[config.mk]
export PLATFORM = sky130hd
export DESIGN_NAME = riscv_test_sequencer
export DESIGN_NICKNAME = d
export VERILOG_FILES = /design/src/rtl/riscv_test_sequencer.sv
export SDC_FILE = /design/constraint.sdc
export NUM_CORES = 1
export LEC_CHECK = 0
export CORE_AREA = 2 2 73 110
export CTS_BUF_LIST = sky130_fd_sc_hd__clkbuf_4 sky130_fd_sc_hd__clkbuf_8
export DETAILED_ROUTE_END_ITERATION = 8
export DIE_AREA = 0 0 75 112
export PLACE_DENSITY_LB_ADDON = 0.05
export SLEW_MARGIN = 0
export SYNTH_ARGS = -nofsm -noshare
export SYNTH_HDL_FRONTEND = slang
export SYNTH_SLANG_ARGS = --single-unit
[constraint.sdc]
create_clock -name clk -period 2.81 [get_ports clk]
set_input_delay 0.843 -clock clk [delete_from_list [all_inputs] [get_ports clk]]
set_output_delay 0.843 -clock clk [all_outputs]
set_load 0.03 [all_outputs]
[src/rtl/riscv_test_sequencer.sv]
// Test sequencer: resets the core, runs it until PASS_PC, timeout or hang.
// Optional hang detection is built with TEST_SEQ_STALL_DETECT_EN.
module riscv_test_sequencer #(
  parameter logic [31:0] PASS_PC       = 32'h44,
  parameter int unsigned RESET_CYCLES  = 1,
  parameter logic [31:0] TIMEOUT_TICKS = 32'd5000,
  parameter logic [31:0] STALL_CYCLES  = 32'd16
) (
  input  logic        clk,
  input  logic        rst,
  input  logic        start,
  input  logic [31:0] pc,
  input  logic [31:0] gp,
  output logic        core_rst,
  output logic        busy,
  output logic        done,
  output logic        passed,
  output logic        failed,
  output logic        timed_out,
  output logic        stalled,
  output logic [31:0] cycles
);

  typedef enum logic [1:0] {
    IDLE, RST_HOLD, RUN, DONE
  } state_t;

  localparam logic [7:0]  HOLD_LAST = 8'(RESET_CYCLES - 1);
  localparam logic [31:0] TO_LAST   = TIMEOUT_TICKS - 32'd1;

  state_t      state_q, state_d;
  logic [7:0]  hold_q, hold_d;
  logic [31:0] cyc_q, cyc_d;
  logic        pass_q, pass_d;
  logic        fail_q, fail_d;
  logic        to_q, to_d;
  logic        match, tmo, stall_hit;

  assign match = (pc == PASS_PC);
  assign tmo   = (cyc_q == TO_LAST);

`ifdef TEST_SEQ_STALL_DETECT_EN
  logic [31:0] prev_q;
  logic [31:0] scnt_q;
  logic        vld_q;
  logic        same;
  logic        stl_q, stl_d;

  // First RUN cycle has no previous pc to compare with.
  assign same      = vld_q && (pc == prev_q);
  assign stall_hit = same && (scnt_q == STALL_CYCLES - 32'd1);
  assign stalled   = stl_q;

  always_ff @(posedge clk) begin
    if (rst || state_q != RUN) begin
      prev_q <= '0;
      scnt_q <= '0;
      vld_q  <= 1'b0;
    end else begin
      prev_q <= pc;
      vld_q  <= 1'b1;
      scnt_q <= same ? scnt_q + 32'd1 : '0;
    end
  end

  always_ff @(posedge clk) begin
    if (rst) stl_q <= 1'b0;
    else     stl_q <= stl_d;
  end
`else
  assign stall_hit = 1'b0 && (STALL_CYCLES != 32'd0);
  assign stalled   = 1'b0;
`endif

  always_comb begin
    state_d = state_q;
    hold_d  = hold_q;
    cyc_d   = cyc_q;
    pass_d  = pass_q;
    fail_d  = fail_q;
    to_d    = to_q;
`ifdef TEST_SEQ_STALL_DETECT_EN
    stl_d   = stl_q;
`endif
    unique case (state_q)
      IDLE, DONE: begin
        if (start) begin
          state_d = RST_HOLD;
          hold_d  = '0;
          cyc_d   = '0;
          pass_d  = 1'b0;
          fail_d  = 1'b0;
          to_d    = 1'b0;
`ifdef TEST_SEQ_STALL_DETECT_EN
          stl_d   = 1'b0;
`endif
        end
      end
      RST_HOLD: begin
        if (hold_q == HOLD_LAST) state_d = RUN;
        else                     hold_d  = hold_q + 8'd1;
      end
      RUN: begin
        if (cyc_q != '1) cyc_d = cyc_q + 32'd1;
        // pc match wins over stall, stall over timeout
        if (match) begin
          state_d = DONE;
          pass_d  = (gp == 32'h1);
          fail_d  = (gp != 32'h1);
        end else if (stall_hit) begin
          state_d = DONE;
          fail_d  = 1'b1;
`ifdef TEST_SEQ_STALL_DETECT_EN
          stl_d   = 1'b1;
`endif
        end else if (tmo) begin
          state_d = DONE;
          fail_d  = 1'b1;
          to_d    = 1'b1;
        end
      end
      default: state_d = IDLE;
    endcase
  end

  always_ff @(posedge clk) begin
    if (rst) begin
      state_q <= IDLE;
      hold_q  <= '0;
      cyc_q   <= '0;
      pass_q  <= 1'b0;
      fail_q  <= 1'b0;
      to_q    <= 1'b0;
    end else begin
      state_q <= state_d;
      hold_q  <= hold_d;
      cyc_q   <= cyc_d;
      pass_q  <= pass_d;
      fail_q  <= fail_d;
      to_q    <= to_d;
    end
  end

  assign core_rst  = (state_q == IDLE) || (state_q == RST_HOLD);
  assign busy      = (state_q == RST_HOLD) || (state_q == RUN);
  assign done      = pass_q | fail_q;
  assign passed    = pass_q;
  assign failed    = fail_q;
  assign timed_out = to_q;
  assign cycles    = cyc_q;

endmodule

### Word-level counts from Yosys, hierarchy flattened

Cells that the tools add are included.

* bits of input ports: 67
* output and inout port bits: 39
* memories kept: 0
* bits in writable memories: 0
* bits in latches: 0
* bits in read-only memories: 0
* logic and storage cells: 57
* flip-flop bits (word level): 45

* multiplexer cells: 19
* order comparisons: 0
* divide/modulo/power cells: 0
* shift-type cells: 0
* multipliers: 0
* eq/ne operators: 16
* add/subtract/negate cells: 2
* reductions and logical operators: 13
* bitwise logic cells: 1

Operators with widths (number)
* $mux W32: 2
* $pmux W32 S2: 1
* $add A32 B1 Y32 const B: 1
* $eq A32 B1 Y1 const B: 1
* $eq A32 B13 Y1 const B: 1
* $eq A32 B7 Y1 const B: 1
* $ne A32 B1 Y1 const B: 1
* $ne A32 B32 Y1 const B: 1
* $mux W8: 2
* $pmux W8 S2: 1
* $reduce_and A3 Y1: 5
* $ne A2 B2 Y1 const B: 7
* $add A8 B1 Y8 const B: 1
* $logic_not A8 Y1: 1
* $mux W2: 4
* $pmux W1 S2: 3
* $pmux W2 S3: 1
* $mux W1: 5
* $eq A2 B2 Y1 const B: 2
* $reduce_and A4 Y1: 1
* $reduce_bool A2 Y1: 2
* $ne A3 B3 Y1 const B: 1
* $eq A2 B1 Y1 const B: 1
* $logic_not A2 Y1: 1
* 3 further kinds: 4

### Logic depth before layout (Yosys ltp)

Gate-level depths: netlist of run 1.

* depth in word-level cells: 4
* gate-level depth with buffers: 9
* mapped depth without buffers: 7

### Worst setup path before layout of run 1

OpenSTA, ideal clock, no wires.

* path kind: input port to flip-flop
* start: in pc[25]
* end: reg state_q[0]
* data arrival time: 2.248 ns
* cell stages on the path: 5
* library setup time: 0.123 ns
* slack: 0.438 ns
* required time: 2.687 ns
* path buffers: 0
* cell sequence: or4_1 nor2_1 a31oi_1 a221oi_2 mux2_1

* cells in the longest elaborated chain, start to end: 3
* elaborated cells between the ends (all ways): 5
* classes of those cells: eq/ne: 2; mux: 2; reduce/logical: 1

RTL lines
* from (decl): line 12 `input logic [31:0] pc,`
* $eq A32 B7 Y1 (*): line 39 `assign match = (pc == PASS_PC);`
* $ne A3 B3 Y1 (no line) or $mux W2 (tied branches)
* $reduce_and A3 Y1 (no line) or $pmux W2 S3 (tied branches)
* to (signal assigned): line 135 `state_q <= state_d;`
* to (decl): line 31 `state_t state_q, state_d;`

Every way passes the cells marked *; elsewhere a longest branch is shown, timed or not.
A chain may end at the register's enable or synchronous reset.

### Worst setup path in the final report of run 1

* start: reg state_q[0]
* end: out busy

* cells in the longest elaborated chain, start to end: 2
* elaborated cells between the ends (all ways): 3
* classes of those cells: eq/ne: 2; reduce/logical: 1

RTL lines
* $eq A2 B1 Y1 or $eq A2 B2 Y1 (tied branches): line 145 `assign busy = (state_q == RST_HOLD) || (state_q == RUN);`
* $logic_or A1 B1 Y1 (*): line 145
* to (decl): line 15 `output logic busy,`

Marks and branches as above.

==> results of run 1 <==
## registers in the layout, indices dropped and copies added, names as in the netlist
name       count
cycles        32
hold_q         8
state_q        2
failed         1
passed         1
timed_out      1
## path summary, 6_finish.rpt
path / cells after the start / from / endpoint
worst max-delay path: 3 / state_q[0] / busy
worst max register to register: 7 / state_q[0] / cycles[6]
worst min-delay path: 2 / timed_out / timed_out
worst min register to register: 2 / timed_out / timed_out
## per-layer routing
layer	part of all wire [%]	global-route usage, %	vias to the layer above
li1	-	-	1654
met1	38	27.46	1611
met2	52	43.27	149
met3	6.4	3.710	27
met4	3.6	12.26	0
met5	0	0	-
## worst reg2reg max path, delay by kind of cell (launching register included)
kind / cells / cell delay, ns
buf+inv: 1 / 0.09
compound gates: 4 / 1.35
flops: 1 / 0.37
simple gates: 1 / 0.19
fa+ha+maj: 1 / 0.38
## cell usage in the layout, fill, tap and decap left out, types with 2 or more instances in the layout
master,Yosys,routed
xor2_1,6,6
nor2_1,32,32
o21ai_0,19,19
a21oi_1,25,25
nand2_1,34,34
o311ai_0,2,2
nand2b_1,6,6
and3_1,6,6
a41oi_1,4,4
clkbuf_8,0,6
and4_1,3,3
nand4_1,17,17
clkdlybuf4s50_1,0,104
and2_1,4,4
or3_1,5,5
or2_2,2,2
or4_1,17,17
nor4_2,2,2
nor2b_1,2,2
mux2_2,2,2
nand4b_1,2,2
inv_1,6,6
a31oi_1,23,23
nor4b_1,7,7
nor3_1,11,11
buf_4,1,24
a311oi_1,6,6
ha_1,7,7
o211ai_1,3,3
a211oi_1,4,4
nor4_1,13,13
dfxtp_1,45,45
nand3_1,20,20
## cell type report
type                       instances  area [sq um]  area share, %
clock inverter                     2         13.76         0.3292
timing repair buffer             128          1221          29.21
tap                              102         127.6          3.053
clock buffer                       6         82.58          1.975
inverter                           7         26.28         0.6286
sequential                        45         900.9          21.55
multi-input combinational        297          1808          43.25
## metrics by stage
stage          worst slack (ns)  util (%)  hold slack (ns)  instance area, sq um  instances
6_report                 0.1026     55.99           0.4856                  4180        587
5_1_grt                 0.02711     55.99           0.5304                  4180        587
4_1_cts                 0.09237     55.99           0.4868                  4180        587
3_5_place_dp           -0.08966     54.70           0.4731                  4084        579
3_3_place_gp           -0.04782     54.70           0.4666                  4084        579
2_1_floorplan            0.4383         -           0.4647                  2820        369
## logic make-up (layout without fill, tap and decap cells)
logic type	after synthesis	in the layout	share of synthesized area (%)
xor+xnor	6	6	1.863
mux	4	4	1.553
flops	45	45	31.94
other cells	1	1	0.1330
fa+ha+maj	7	7	3.105
compound gates	93	93	20.81
simple gates	186	186	36.65
buf+inv	27	143	3.948
## power groups by stage
stage / registers [mW] / logic (mW) / clock network, mW
4_1_cts: 0.684 / 0.992 / 0.457
6_report: 0.684 / 0.991 / 0.443
3_3_place_gp: 0.699 / 0.982 / 0
3_5_place_dp: 0.699 / 0.987 / 0
2_1_floorplan: 0.703 / 0.543 / 0
5_1_grt: 0.688 / 1.09 / 0.484
==> metrics, run 1 <==
status completed; largest net degree at the start of global routing 23; post-CTS setup buffers 0; CP delay by family, top buffers and inverters; core area roughly 0.0075 sq mm; hold_buf cts 0; area grow syn2layout 48.23%; Initial Util between 30% and 40%; Synth Cell Area about 0.0028 sq mm; reg-to-reg setup timing slack approximately 0.35 ns; dpl hpwl about 7.4 mm; Clock Power Share between 20% and 30%; Internal ~1.3 mW; Worst Tran Pin Value around 0.9 ns; most common cell in the netlist dfxtp_1; All-Layer GR Usage between 20% and 30%; Sequential Power Share 32.3%; minimum clock period between 2 and 3 ns; DR pass1 iterations 5; CTS tree done; Via density roughly 5.9; # fillers between 700 and 800; final setup fails 0; share of the synthesized area in the top cell type a little under a third; HP Class flip-flop to flip-flop; clock-pin transition on the worst setup and hold timing paths 0.09 ns; Clk Latency, worst-skew pair 0.31 ns; vias in the first global route between 3k and 4k; Final period util ~96%; Post-Syn Nets between 400 and 500; maximum VDD drop roughly 0.34 mV; post-route clock skew 0.01480 ns; Fin. Hold Viols 0; count of different cell masters after synthesis 48; final wirelength just under 10 mm; top cell type by total area after synthesis dfxtp_1; Crit path largest cell delay a little over 0.7 ns; CP arrival ~1.9 ns; Gate power share between 40% and 50%; Die W between 70 and 80 um; initial antenna violation count 0; Post-Synthesis Cells 369; Post-synth ARST share 0%; die height 112 um; slowest CP cell clkdlybuf4s50_1; crit-path cells inv_1 -> ha_1 -> clkdlybuf4s50_1; CTS sink cnt between 40 and 50; global-route wire length before repair 16.12 mm; Sw Share just under 40%; # port buffers ~100; relative slew slack 38.72%; Resized Gates After CTS 0; flops & latches, synth 45; Setup TNS Final 0 ns; Synth top cells by count 45 x dfxtp_1, 34 x nand2_1, 32 x nor2_1; leak pwr 1.349 nW; Die ar. 0.008400 sq mm; nets approximately 560; n_diodes 0; Root Buffer clkbuf_8; crit path max fanout 7; Cell Rows 39; EDFF count, synth 0; overall power approximately 2.1 mW; share of cells above drive strength 1 around 8.7%; Mean Syn Cell Area around 7.6 sq um; Setup crit start kind flip-flop; crit path kind flip-flop to output pin; Post-DRT Antenna Nets 0; drt first-iter violations around 160; post-route DRC violation count 0; global route overflow 0; Vias around 3.4k; unrepaired setup endpoints after global routing no; CP Capture Type output pin; sequential element share of the synthesized area a little under a third; CTS max path bufs 2; max-slew violations 0; Worst Path Required 1.97 ns; Primary FF master, synth dfxtp_1; max frequency approximately 370 MHz; H-tree lvl count 2; Buf/Inv on CP 2; post-DR wirelength/cell between 15 and 20 um; Power per Cell Area 506.7 mW/mm^2; MaxCap Viol Count 0; top post-synthesis cells by area dfxtp_1 32%, a31oi_1 5.1%, nand2_1 4.5%, or4_1 4.5%, a21oi_1 4.4%; total CTS buffers 5; gpl congestion approximately 0.87; I/O pins ~110; yosys warns 0; Psw 0.8236 mW
Power figures use the tool's default switching activity.
==> run 2: changes to the inputs <==
CORE_AREA = 2 2 89 91   (was 2 2 73 110)
DIE_AREA = 0 0 91 93   (was 0 0 75 112)
==> metrics, run 2 (synthesis results as in run 1) <==
status completed; R2R depth 7; post-CTS setup buffers 0; final std cells w/o fill roughly 580; max frequency about 370 MHz; core area roughly 0.0075 sq mm; I/O pins roughly 110; Root Buffer clkbuf_8; Psw between 0.8 and 0.9 mW; final core occ between 50% and 60%; global route overflow 0; die height about 93 um; CTS max path bufs 2; DP Area approximately 0.0041 sq mm; post-DR wirelength/cell between 15 and 20 um; CP Capture Type output pin; leak pwr between 1 and 1.5 nW; Setup WS pre-CTS -0.01877 ns; Setup crit start kind flip-flop; final wirelength about 9.3 mm; Power per Cell Area 489.5 mW/mm^2; area grow syn2layout 47.16%; final setup fails 0; initial antenna violation count 0; reg-to-reg setup timing slack 0.41 ns; Clock Power Share a little over a fifth; max-slew violations 0; Die W around 90 um; drt first-iter violations 188; post-route cell area approximately 0.0042 sq mm; Sw Share 39.85%; # fillers roughly 800; Worst Tran Pin Value between 0.8 and 0.9 ns; nets ~560; Final period util 96.61%; dpl hpwl ~7.1 mm; hold_buf cts 0; Setup TNS Final 0 ns; Clk Latency, worst-skew pair between 0.3 and 0.4 ns; Post-DRT Antenna Nets 0; Hold Crit Depth 2; DR pass1 iterations 4; unrepaired setup endpoints after global routing no; n_diodes 0; Via density about 5.7; CTS tree done; H-tree lvl count 2; hold_ws roughly 0.5 ns; placed insts around 580; overall power 2.031 mW; vias in the first global route 3281; HP Class flip-flop to flip-flop; CTS sink cnt 45; global-route wire length before repair between 15 and 20 mm; FF-to-FF Start state_q[0]; Vias around 3.3k; relative slew slack a little over two fifths; minimum clock period 2.715 ns; Gate power share a little under half; Initial Util 37.47%; Hold Path Origin timed_out; Fin. Hold Viols 0; commonest non-fill, non-tap cells in the layout 103 x clkdlybuf4s50_1, 45 x dfxtp_1, 34 x nand2_1; number of flip-flops under the largest register name 32; Setup WS post-layout roughly 0.095 ns; Internal approximately 1.2 mW; hold path endpoint timed_out; Critical R2R Capture cycles[6]; Cell Rows 32; gpl congestion 0.8581; Die ar. 0.008463 sq mm; All-Layer GR Usage 22.68%; Sequential Power Share around a third; CP arrival 1.87 ns; crit path max fanout 7; crit path kind flip-flop to output pin; post-route DRC violation count 0; share of cells above drive strength 1 8.091%; post-route clock skew a little over 0.01 ns; # port buffers roughly 100; largest net degree at the start of global routing 26; maximum VDD drop about 0.21 mV; MaxCap Viol Count 0; Worst Path Required 1.97 ns; Resized Gates After CTS 1; clock-pin transition on the worst setup and hold timing paths around 0.09 ns; total CTS buffers 5; commonest non-fill, non-tap cell in the layout clkdlybuf4s50_1
==> run 2: changes by cell type in the layout (fill, tap and decap cells not counted), sizes merged <==
cell / previous run / this run
buf: 24 / 21
clkbuf: 6 / 5
clkdlybuf4s50: 104 / 103
clkinv: 3 / 2
clkinvlp: 0 / 1
dlygate4sd2: 0 / 1
inv: 6 / 7
==> run 2: layout make-up <==
cell class,count,area (sq um),share of cell area [%]
Multi-Input combinational cell,297,1808,43.56
Timing Repair Buffer,125,1197,28.85
Clock buffer,5,68.82,1.658
Inverter,7,26.28,0.6331
Tap cell,102,127.6,3.075
Sequential cell,45,900.9,21.71
Clock inverter,3,21.27,0.5125
==> run 2: worst max-delay path by stage <==
| stage | end | start |
|---|---|---|
| floorplan | state_q[0] | pc[25] |
| global placement | state_q[0] | pc[25] |
| detailed placement | state_q[0] | pc[25] |
| CTS | busy | state_q[0] |
| global route | busy | state_q[1] |
| finish | busy | state_q[0] |
==> run 2: layer usage <==
metal | part of all wire, % | vias to the layer above | GRT usage (%)
li1 | - | 1648 | -
met1 | 43 | 1548 | 29.82
met2 | 49 | 118 | 37.72
met3 | 5.6 | 21 | 3.143
met4 | 2.2 | 0 | 8.838
met5 | 0 | - | 0
==> run 2: power groups by stage <==
stage	combinational, mW	sequential, mW	clock (mW)
floorplan	0.543	0.703	0
global placement	0.921	0.698	0
detailed placement	0.927	0.698	0
CTS	0.924	0.683	0.436
global route	1.03	0.687	0.456
finish	0.924	0.683	0.424
==> run 2: critical path: stages, from the launching register on <==
cell and delay [ns]:
dfxtp_1 0.37, inv_1 0.09, ha_1 0.39, clkdlybuf4s50_1 0.71
